==> src/rtl/mmul2_pkg.sv <==
// Shared types and constants for the matrix-multiply index sequencer.
package mmul2_pkg;

   localparam int unsigned     IDX_W   = 32;
   localparam longint unsigned DIM_MAX = 64'h1_0000_0000;

   typedef logic [IDX_W-1:0] mmul2_idx_t;

   typedef enum logic [1:0] {
      IDLE,
      RUN,
      DONE
   } mmul2_seq_state_e;

   // A loop dimension is legal when it is non-empty and fits 32-bit indexing.
   function automatic logic dim_ok(input longint unsigned d);
      return (d >= 64'd1) && (d <= DIM_MAX);
   endfunction

endpackage

==> src/rtl/mmul2_wrap_ctr.sv <==
// Modulo-LIMIT index counter; wrap flags the increment that returns it to zero.
module mmul2_wrap_ctr
   import mmul2_pkg::*;
#(
   parameter longint unsigned LIMIT = 2
) (
   input  logic       clk,
   input  logic       rst,
   input  logic       clr,
   input  logic       inc,
   output mmul2_idx_t cnt,
   output logic       wrap
);

   localparam mmul2_idx_t MAX_CNT = IDX_W'(LIMIT - 64'd1);

   assign wrap = inc && (cnt == MAX_CNT);

   always_ff @(posedge clk or posedge rst) begin
      if (rst) begin
         cnt <= '0;
      end else if (clr) begin
         cnt <= '0;
      end else if (inc) begin
         cnt <= wrap ? '0 : cnt + IDX_W'(1);
      end
   end

endmodule

==> src/rtl/mmul2_sequencer.sv <==
// Walks (i, j, k) with k innermost over a valid/ready stream, then pulses done.
// Optional accumulator flags acc_first/acc_last are built with MMUL2_SEQ_ACC_FLAGS_EN.
module mmul2_sequencer
   import mmul2_pkg::*;
#(
   parameter longint unsigned RA = 2,
   parameter longint unsigned CA = 2,
   parameter longint unsigned RB = 2,
   parameter longint unsigned CB = 2
) (
   input  logic       clk,
   input  logic       rst,
   input  logic       start,
   input  logic       ready,
   output logic       valid,
   output mmul2_idx_t i,
   output mmul2_idx_t j,
   output mmul2_idx_t k,
   output logic       last,
   output logic       busy,
   output logic       done
`ifdef MMUL2_SEQ_ACC_FLAGS_EN
   ,
   output logic       acc_first,
   output logic       acc_last
`endif
);

   localparam mmul2_idx_t I_MAX = IDX_W'(RA - 64'd1);
   localparam mmul2_idx_t J_MAX = IDX_W'(CB - 64'd1);
   localparam mmul2_idx_t K_MAX = IDX_W'(RB - 64'd1);

   if (!dim_ok(RA) || !dim_ok(CB) || !dim_ok(RB)) begin : g_bad_dim
      $error("mmul2_sequencer: RA, CB and RB must lie in 1..2^32");
   end
   if (CA != RB) begin : g_bad_inner
      $error("mmul2_sequencer: CA must equal RB");
   end

   mmul2_seq_state_e state;
   mmul2_seq_state_e state_n;

   logic xfer;
   logic clr;
   logic k_wrap;
   logic j_wrap;
   logic i_wrap;

   assign xfer = valid && ready;
   assign clr  = (state == IDLE);

   // Chained counters: each wrap carries into the next-outer index.
   mmul2_wrap_ctr #(.LIMIT(RB)) u_k_ctr (
      .clk  (clk),
      .rst  (rst),
      .clr  (clr),
      .inc  (xfer),
      .cnt  (k),
      .wrap (k_wrap)
   );

   mmul2_wrap_ctr #(.LIMIT(CB)) u_j_ctr (
      .clk  (clk),
      .rst  (rst),
      .clr  (clr),
      .inc  (k_wrap),
      .cnt  (j),
      .wrap (j_wrap)
   );

   mmul2_wrap_ctr #(.LIMIT(RA)) u_i_ctr (
      .clk  (clk),
      .rst  (rst),
      .clr  (clr),
      .inc  (j_wrap),
      .cnt  (i),
      .wrap (i_wrap)
   );

   assign last = valid && (i == I_MAX) && (j == J_MAX) && (k == K_MAX);

`ifdef MMUL2_SEQ_ACC_FLAGS_EN
   assign acc_first = valid && (k == '0);
   assign acc_last  = valid && (k == K_MAX);
`endif

   always_ff @(posedge clk or posedge rst) begin
      if (rst) begin
         state <= IDLE;
      end else begin
         state <= state_n;
      end
   end

   // i_wrap fires exactly on acceptance of the final tuple.
   always_comb begin
      state_n = state;
      case (state)
         IDLE:    if (start) state_n = RUN;
         RUN:     if (i_wrap) state_n = DONE;
         DONE:    state_n = IDLE;
         default: state_n = IDLE;
      endcase
   end

   // Status outputs registered from the next state so they align with state.
   always_ff @(posedge clk or posedge rst) begin
      if (rst) begin
         valid <= 1'b0;
         busy  <= 1'b0;
         done  <= 1'b0;
      end else begin
         valid <= (state_n == RUN);
         busy  <= (state_n != IDLE);
         done  <= (state_n == DONE);
      end
   end

endmodule

==> config.mk <==
export PLATFORM = sky130hd
export DESIGN_NAME = mmul2_sequencer
export DESIGN_NICKNAME = d
export VERILOG_FILES = /design/src/rtl/mmul2_pkg.sv /design/src/rtl/mmul2_wrap_ctr.sv /design/src/rtl/mmul2_sequencer.sv
export SDC_FILE = /design/constraint.sdc
export NUM_CORES = 1
export LEC_CHECK = 0
export CAP_MARGIN = 30
export CORE_MARGIN = 2
export CORE_UTILIZATION = 58
export CTS_CLUSTER_DIAMETER = 150
export DETAILED_ROUTE_END_ITERATION = 16
export PLACE_DENSITY_LB_ADDON = 0.25
export SETUP_SLACK_MARGIN = 0.1
export SYNTH_ARGS = -nofsm -noshare
export SYNTH_HDL_FRONTEND = slang
export SYNTH_HIERARCHICAL = 1
export SYNTH_SLANG_ARGS = --single-unit
==> constraint.sdc <==
create_clock -name clk -period 9.95 [get_ports clk]
set_input_delay 1.99 -clock clk [delete_from_list [all_inputs] [get_ports clk]]
set_output_delay 1.99 -clock clk [all_outputs]
set_load 0.005 [all_outputs]
==> impl_metrics.json, run 1 <==
{
  "outcome": "finished clean",
  "cts_tree": "built",
  "dieArea_mm2": 0.0112,
  "finalClockSkew_ps": 17.5,
  "ant_nets": 0,
  "peakVddDrop_uv": 105,
  "avgRoutedWirePerCell_um": 18.9,
  "period_share": 0.651,
  "cts_made_buffers": 9,
  "start_util": 0.591,
  "ys_ff_latch": 101,
  "post-route-util": 0.711,
  "hold_viol_final": 0,
  "dr.pass1.iters": 5,
  "yosysSeqAreaShare": 0.420,
  "drc": 0,
  "power.density_mw_per_mm2": 124,
  "clk_path_buf_depth": 2,
  "num_vias": 5780,
  "postCtsSetupRepairBufs": 0,
  "yosysWarnings": 6,
  "htreeDepth": 3,
  "nets": 734,
  "die_x_um": 106,
  "setup_violations": 0,
  "routed_wl_um": 16400,
  "clkSinkCount": 101,
  "via_per_inst": 6.68,
  "leakage_nw": 3.04,
  "synthCells": 635,
  "core_area_mm2": 0.0102,
  "cp-start-kind": "input pin",
  "drv_cap": 0,
  "endpoint_kind": "flop",
  "grt_pass1_vias": 5253,
  "tns_ps": 0,
  "pin_count": 104,
  "fp.dieH_um": 106,
  "netlist_area_mm2": 0.00602,
  "drive_gt1_frac": 0.0768,
  "overflow": 0,
  "cp.required_ps": 10200,
  "grtUsageMet3": 0.0328,
  "min_period_ps": 6480,
  "first_iter_violations": 467,
  "ctsHoldBuffers": 0,
  "ctsResizeCount": 0,
  "hold_class": "flop to flop",
  "antenna_found_initial": 0,
  "dp_hpwl_um": 11300,
  "crit_type": "input pin to flop",
  "use_met2": 0.469,
  "syn_avg_cell_area_um2": 9.48,
  "whs_ps": 534,
  "grt_pass1_wl_um": 26900,
  "synth_top_area_frac": 0.420,
  "cts_root_buf": "clkbuf_8",
  "report.final.slew_viol_count": 0,
  "grt_use_total": 0.294,
  "rsz0062_at_grt": "false",
  "synth_area_leaders": "dfrtp_1 42%, nand4_1 5.0%, nor4_1 5.0%",
  "area_growth_syn_to_layout_pct": 20.3,
  "grtUsageMet1": 0.425,
  "syn_nets": 645,
  "tightest_slew_ps": 691,
  "fmax_mhz": 154,
  "yosysTopAreaCell": "dfrtp_1",
  "cts.clk_slew.worst_paths_ps": 100,
  "slew-limit-headroom": 0.539,
  "synth_cell_types": 39,
  "gp_congestion": 0.888,
  "grt.busiest_layer": "met2",
  "crit_fanout": 15,
  "finalInstanceArea_mm2": 0.00724,
  "portBuffers": 103,
  "clock_latency_ps": 360,
  "grt_max_degree": 33,
  "row_count": 37,
  "diodes": 0,
  "critPathArrivalTime_ps": 6720,
  "placed_cell_area_mm2": 0.00706
}
==> layer usage <==
layer / vias up / part of all wire
li1: 2630 / -
met1: 2806 / 0.42
met2: 317 / 0.49
met3: 27 / 0.075
met4: 0 / 0.016
met5: - / 0
==> kinds of logic (layout without fill, tap and decap cells) <==
group,after synthesis,count (layout),share of synthesized area
AND/OR/NAND/NOR,312,312,0.324
AO/OA/AOI/OAI,132,132,0.138
flip-flops,101,101,0.420
buffers and inverters,47,141,0.0505
XOR/XNOR,33,33,0.0480
adder cells (fa/ha/maj),6,6,0.0125
multiplexers,4,4,0.00665
==> registers in the layout (all words and copies together), names as in the netlist <==
register	count
u_i_ctr/cnt	32
done	1
u_k_ctr/cnt	32
state	2
u_j_ctr/cnt	32
valid	1
busy	1
==> cell usage after synthesis <==
cell type / n
a21oi_1: 57
and2_1: 7
and2_2: 3
and3_1: 12
and3_2: 3
and4_1: 3
and4_2: 6
buf_2: 12
buf_4: 6
buf_6: 12
clkbuf_1: 3
dfrtp_1: 101
ha_1: 6
inv_1: 14
mux2i_1: 4
nand2_1: 28
nand2_4: 3
nand2b_1: 9
nand3_1: 24
nand4_1: 48
nand4_4: 6
nor2_1: 46
nor2b_1: 6
nor3b_1: 2
nor4_1: 48
nor4_2: 1
nor4b_2: 1
nor4bb_1: 4
o2111a_4: 3
o211a_1: 3
o21ai_0: 30
o21ba_2: 3
o21bai_1: 3
o31a_2: 3
o31ai_1: 30
or3_1: 21
or4_1: 31
xnor2_1: 6
xor2_1: 27
==> path summary, 6_finish.rpt <==
kind / cells after the start / to / from / slack (ps)
max in group asynchronous: 3 / u_k_ctr/cnt[5] / rst / 7510
setup reg to reg: 13 / u_i_ctr/cnt[29] / valid / 5170
setup / recovery: 14 / u_i_ctr/cnt[29] / ready / 3470
min in group asynchronous: 2 / busy / rst / 1930
hold / removal: 1 / busy / state[1] / 530
hold reg to reg: 1 / busy / state[1] / 530
==> report_power, final <==
group	switching [mW]	internal, mW
registers	0.0519	0.431
clock network	0.144	0.0996
logic	0.0848	0.0854
==> metrics by stage <==
stage,instances,setup slack [ps],power [mW]
finish,865,3470,0.897
global route,865,3200,0.941
CTS,864,3290,0.900
detailed placement,848,2920,0.657
global placement,846,3260,0.645
floorplan,635,5120,0.568
==> area by class of cell <==
type,instances,area [um^2]
multi-input combinational,487,3200
fill,781,2940
sequential,101,2530
timing repair buffer,111,1120
tap,136,170
clock buffer,12,145
inverter,14,52.6
clock inverter,4,32.5
==> cell usage in the layout, fill, tap and decap left out, types with 7 or more instances in the layout <==
| cell type | synthesis | routed |
|---|---|---|
| and3_1 | 12 | 12 |
| and2_1 | 7 | 7 |
| clkdlybuf4s50_1 | 0 | 103 |
| o31ai_1 | 30 | 30 |
| a21oi_1 | 57 | 57 |
| nand2b_1 | 9 | 9 |
| nor2_1 | 46 | 46 |
| nand3_1 | 24 | 24 |
| or4_1 | 31 | 31 |
| clkbuf_8 | 0 | 10 |
| o21ai_0 | 30 | 30 |
| xor2_1 | 27 | 27 |
| dfrtp_1 | 101 | 101 |
| nand4_1 | 48 | 48 |
| nand2_1 | 28 | 28 |
| or3_1 | 21 | 21 |
| nor4_1 | 48 | 48 |
| inv_1 | 14 | 14 |
==> critical path, cell delays in order <==
cell,delay [ps]
clkdlybuf4s50_1,470
and2_1,310
nor4bb_1,340
nand4_1,240
nor2_1,490
nor4bb_1,350
nand4_1,240
nor2_1,480
nor4bb_1,390
nand4_1,250
o21bai_1,480
buf_4,270
buf_4,230
o21ba_2,180
(Power assumes the default switching activity.)
==> inputs of run 2 (changes only) <==
--- a/config.mk
+++ b/config.mk
@@ -7,7 +7,7 @@
 export LEC_CHECK = 0
 export CAP_MARGIN = 30
 export CORE_MARGIN = 2
-export CORE_UTILIZATION = 58
+export CORE_UTILIZATION = 54
 export CTS_CLUSTER_DIAMETER = 150
 export DETAILED_ROUTE_END_ITERATION = 16
 export PLACE_DENSITY_LB_ADDON = 0.25
==> constraint.sdc (replaced) <==
create_clock -name clk -period 6.24 [get_ports clk]
set_input_delay 1.248 -clock clk [delete_from_list [all_inputs] [get_ports clk]]
set_output_delay 1.248 -clock clk [all_outputs]
set_load 0.005 [all_outputs]
==> impl_metrics.json, run 2 (same netlist as run 1, synthesis figures left out) <==
{
  "outcome": "finished clean",
  "worst_r2r_path_depth": 11,
  "critPathArrivalTime_ps": 5670,
  "final_cell_mix": "103 x clkdlybuf4s50_1, 101 x dfrtp_1, 57 x a21oi_1, 48 x nor4_1, 48 x nand4_1",
  "hold_start": "state[1]",
  "htreeDepth": 3,
  "setup_violations": 0,
  "period_share": 0.861,
  "avgRoutedWirePerCell_um": 19.1,
  "endpoint_kind": "flop",
  "via_per_inst": 6.57,
  "cp-start-kind": "input pin",
  "hold_class": "flop to flop",
  "crit_fanout": 17,
  "fmax_mhz": 186,
  "start_util": 0.555,
  "grt_max_degree": 33,
  "top_regs": "u_i_ctr/cnt x32, u_j_ctr/cnt x32, u_k_ctr/cnt x32",
  "antenna_found_initial": 0,
  "tns_ps": 0,
  "cts_made_buffers": 9,
  "dieArea_mm2": 0.0120,
  "p_total_mw": 1.48,
  "finalClockSkew_ps": 8.41,
  "final_common_cell": "clkdlybuf4s50_1",
  "grt_use_total": 0.285,
  "p_int_mw": 1.04,
  "routed_wl_um": 16600,
  "clkSinkCount": 101,
  "switching_power_uw": 440,
  "cp.required_ps": 6540,
  "drv_cap": 0,
  "min_period_ps": 5370,
  "cts.clk_slew.worst_paths_ps": 90,
  "rr_startpoint": "valid",
  "portBuffers": 103,
  "cp_cell_sequence": "clkdlybuf4s50_1, and2_1, nor4bb_1, nand4_1, nor2_1, nor4bb_1, nand4_1, nor2_1, o211a_1, nand4_4, or4_1, a21oi_1",
  "die_x_um": 110,
  "finalInstanceArea_mm2": 0.00726,
  "core_area_mm2": 0.0108,
  "clock_latency_ps": 370,
  "cpMaxStageDelayCell": "or4_1",
  "drc": 0,
  "peakVddDrop_uv": 145,
  "drive_gt1_frac": 0.0796,
  "max_stage_delay_ps": 610,
  "placed_cell_area_mm2": 0.00705,
  "crit_type": "input pin to flop",
  "seq_power_share": 0.522,
  "fp.dieH_um": 110,
  "num_vias": 5707,
  "slew-limit-headroom": 0.556,
  "dp_hpwl_um": 11500,
  "comb_power_share": 0.179,
  "leakage_nw": 3.06,
  "r2r_setup_slack_ps": 1820,
  "tightest_slew_ps": 665,
  "ant_nets": 0,
  "dr.pass1.iters": 8,
  "post-route-util": 0.670,
  "nets": 734,
  "grt_pass1_vias": 5322,
  "rsz0062_at_grt": "false",
  "r2r-end": "u_i_ctr/cnt[28]",
  "switching_share": 0.298,
  "cts_tree": "built",
  "hold_end": "busy",
  "area_growth_syn_to_layout_pct": 20.6,
  "ctsHoldBuffers": 0,
  "first_iter_violations": 434,
  "pin_count": 104,
  "clk_path_buf_depth": 2,
  "grt_pass1_wl_um": 26900,
  "diodes": 0,
  "whs_ps": 557,
  "ctsResizeCount": 0,
  "p_clk_frac": 0.299,
  "cts_root_buf": "clkbuf_8",
  "row_count": 38,
  "whs_path_depth": 1,
  "report.final.slew_viol_count": 0,
  "power.density_mw_per_mm2": 203,
  "overflow": 0,
  "gp_congestion": 0.892,
  "postCtsSetupRepairBufs": 0,
  "hold_viol_final": 0
}
-- run 2: routing by layer --
metal / up-vias / global-route usage / wire, um
met5: - / 0 / 0
met3: 31 / 0.0439 / 1090
met2: 278 / 0.451 / 8090
met1: 2777 / 0.400 / 7140
li1: 2621 / - / -
met4: 0 / 0.0976 / 299
-- run 2: worst max-delay path: cells and delay by family --
family | cells | cell delay, ps
AO/OA/AOI/OAI | 2 | 510
buffers and inverters | 1 | 460
AND/OR/NAND/NOR | 9 | 3440
-- run 2: area by class of cell --
type / count / area [um^2]
Sequential cell: 101 / 2530
Clock inverter: 4 / 45.0
Clock buffer: 12 / 165
Multi-Input combinational cell: 487 / 3200
Timing Repair Buffer: 111 / 1100
Tap cell: 140 / 175
Inverter: 14 / 52.6
Fill cell: 887 / 3580
-- run 2: stage by stage --
stage / std cells / worst slack (ps)
after floorplan: 635 / 2150
after global placement: 852 / 947
after detailed placement: 853 / 576
after CTS: 869 / 940
after global routing: 869 / 492
final: 869 / 870
-- run 2: worst max path at each step --
stage	start	to	slack, ps	depth (start not counted)
floorplan	ready	u_i_ctr/cnt[3]	2150	16
global placement	ready	u_i_ctr/cnt[30]	950	12
detailed placement	ready	u_i_ctr/cnt[22]	580	12
CTS	ready	u_i_ctr/cnt[22]	940	12
global route	ready	u_i_ctr/cnt[26]	490	12
finish	ready	u_i_ctr/cnt[28]	870	12
-- run 2: power by group through the flow --
stage,Sequential (mW),Combinational (mW),Clock [mW]
2_1_floorplan,0.761,0.144,0
3_3_place_gp,0.780,0.251,0
3_5_place_dp,0.783,0.262,0
4_1_cts,0.770,0.264,0.448
5_1_grt,0.779,0.293,0.476
6_report,0.771,0.264,0.442
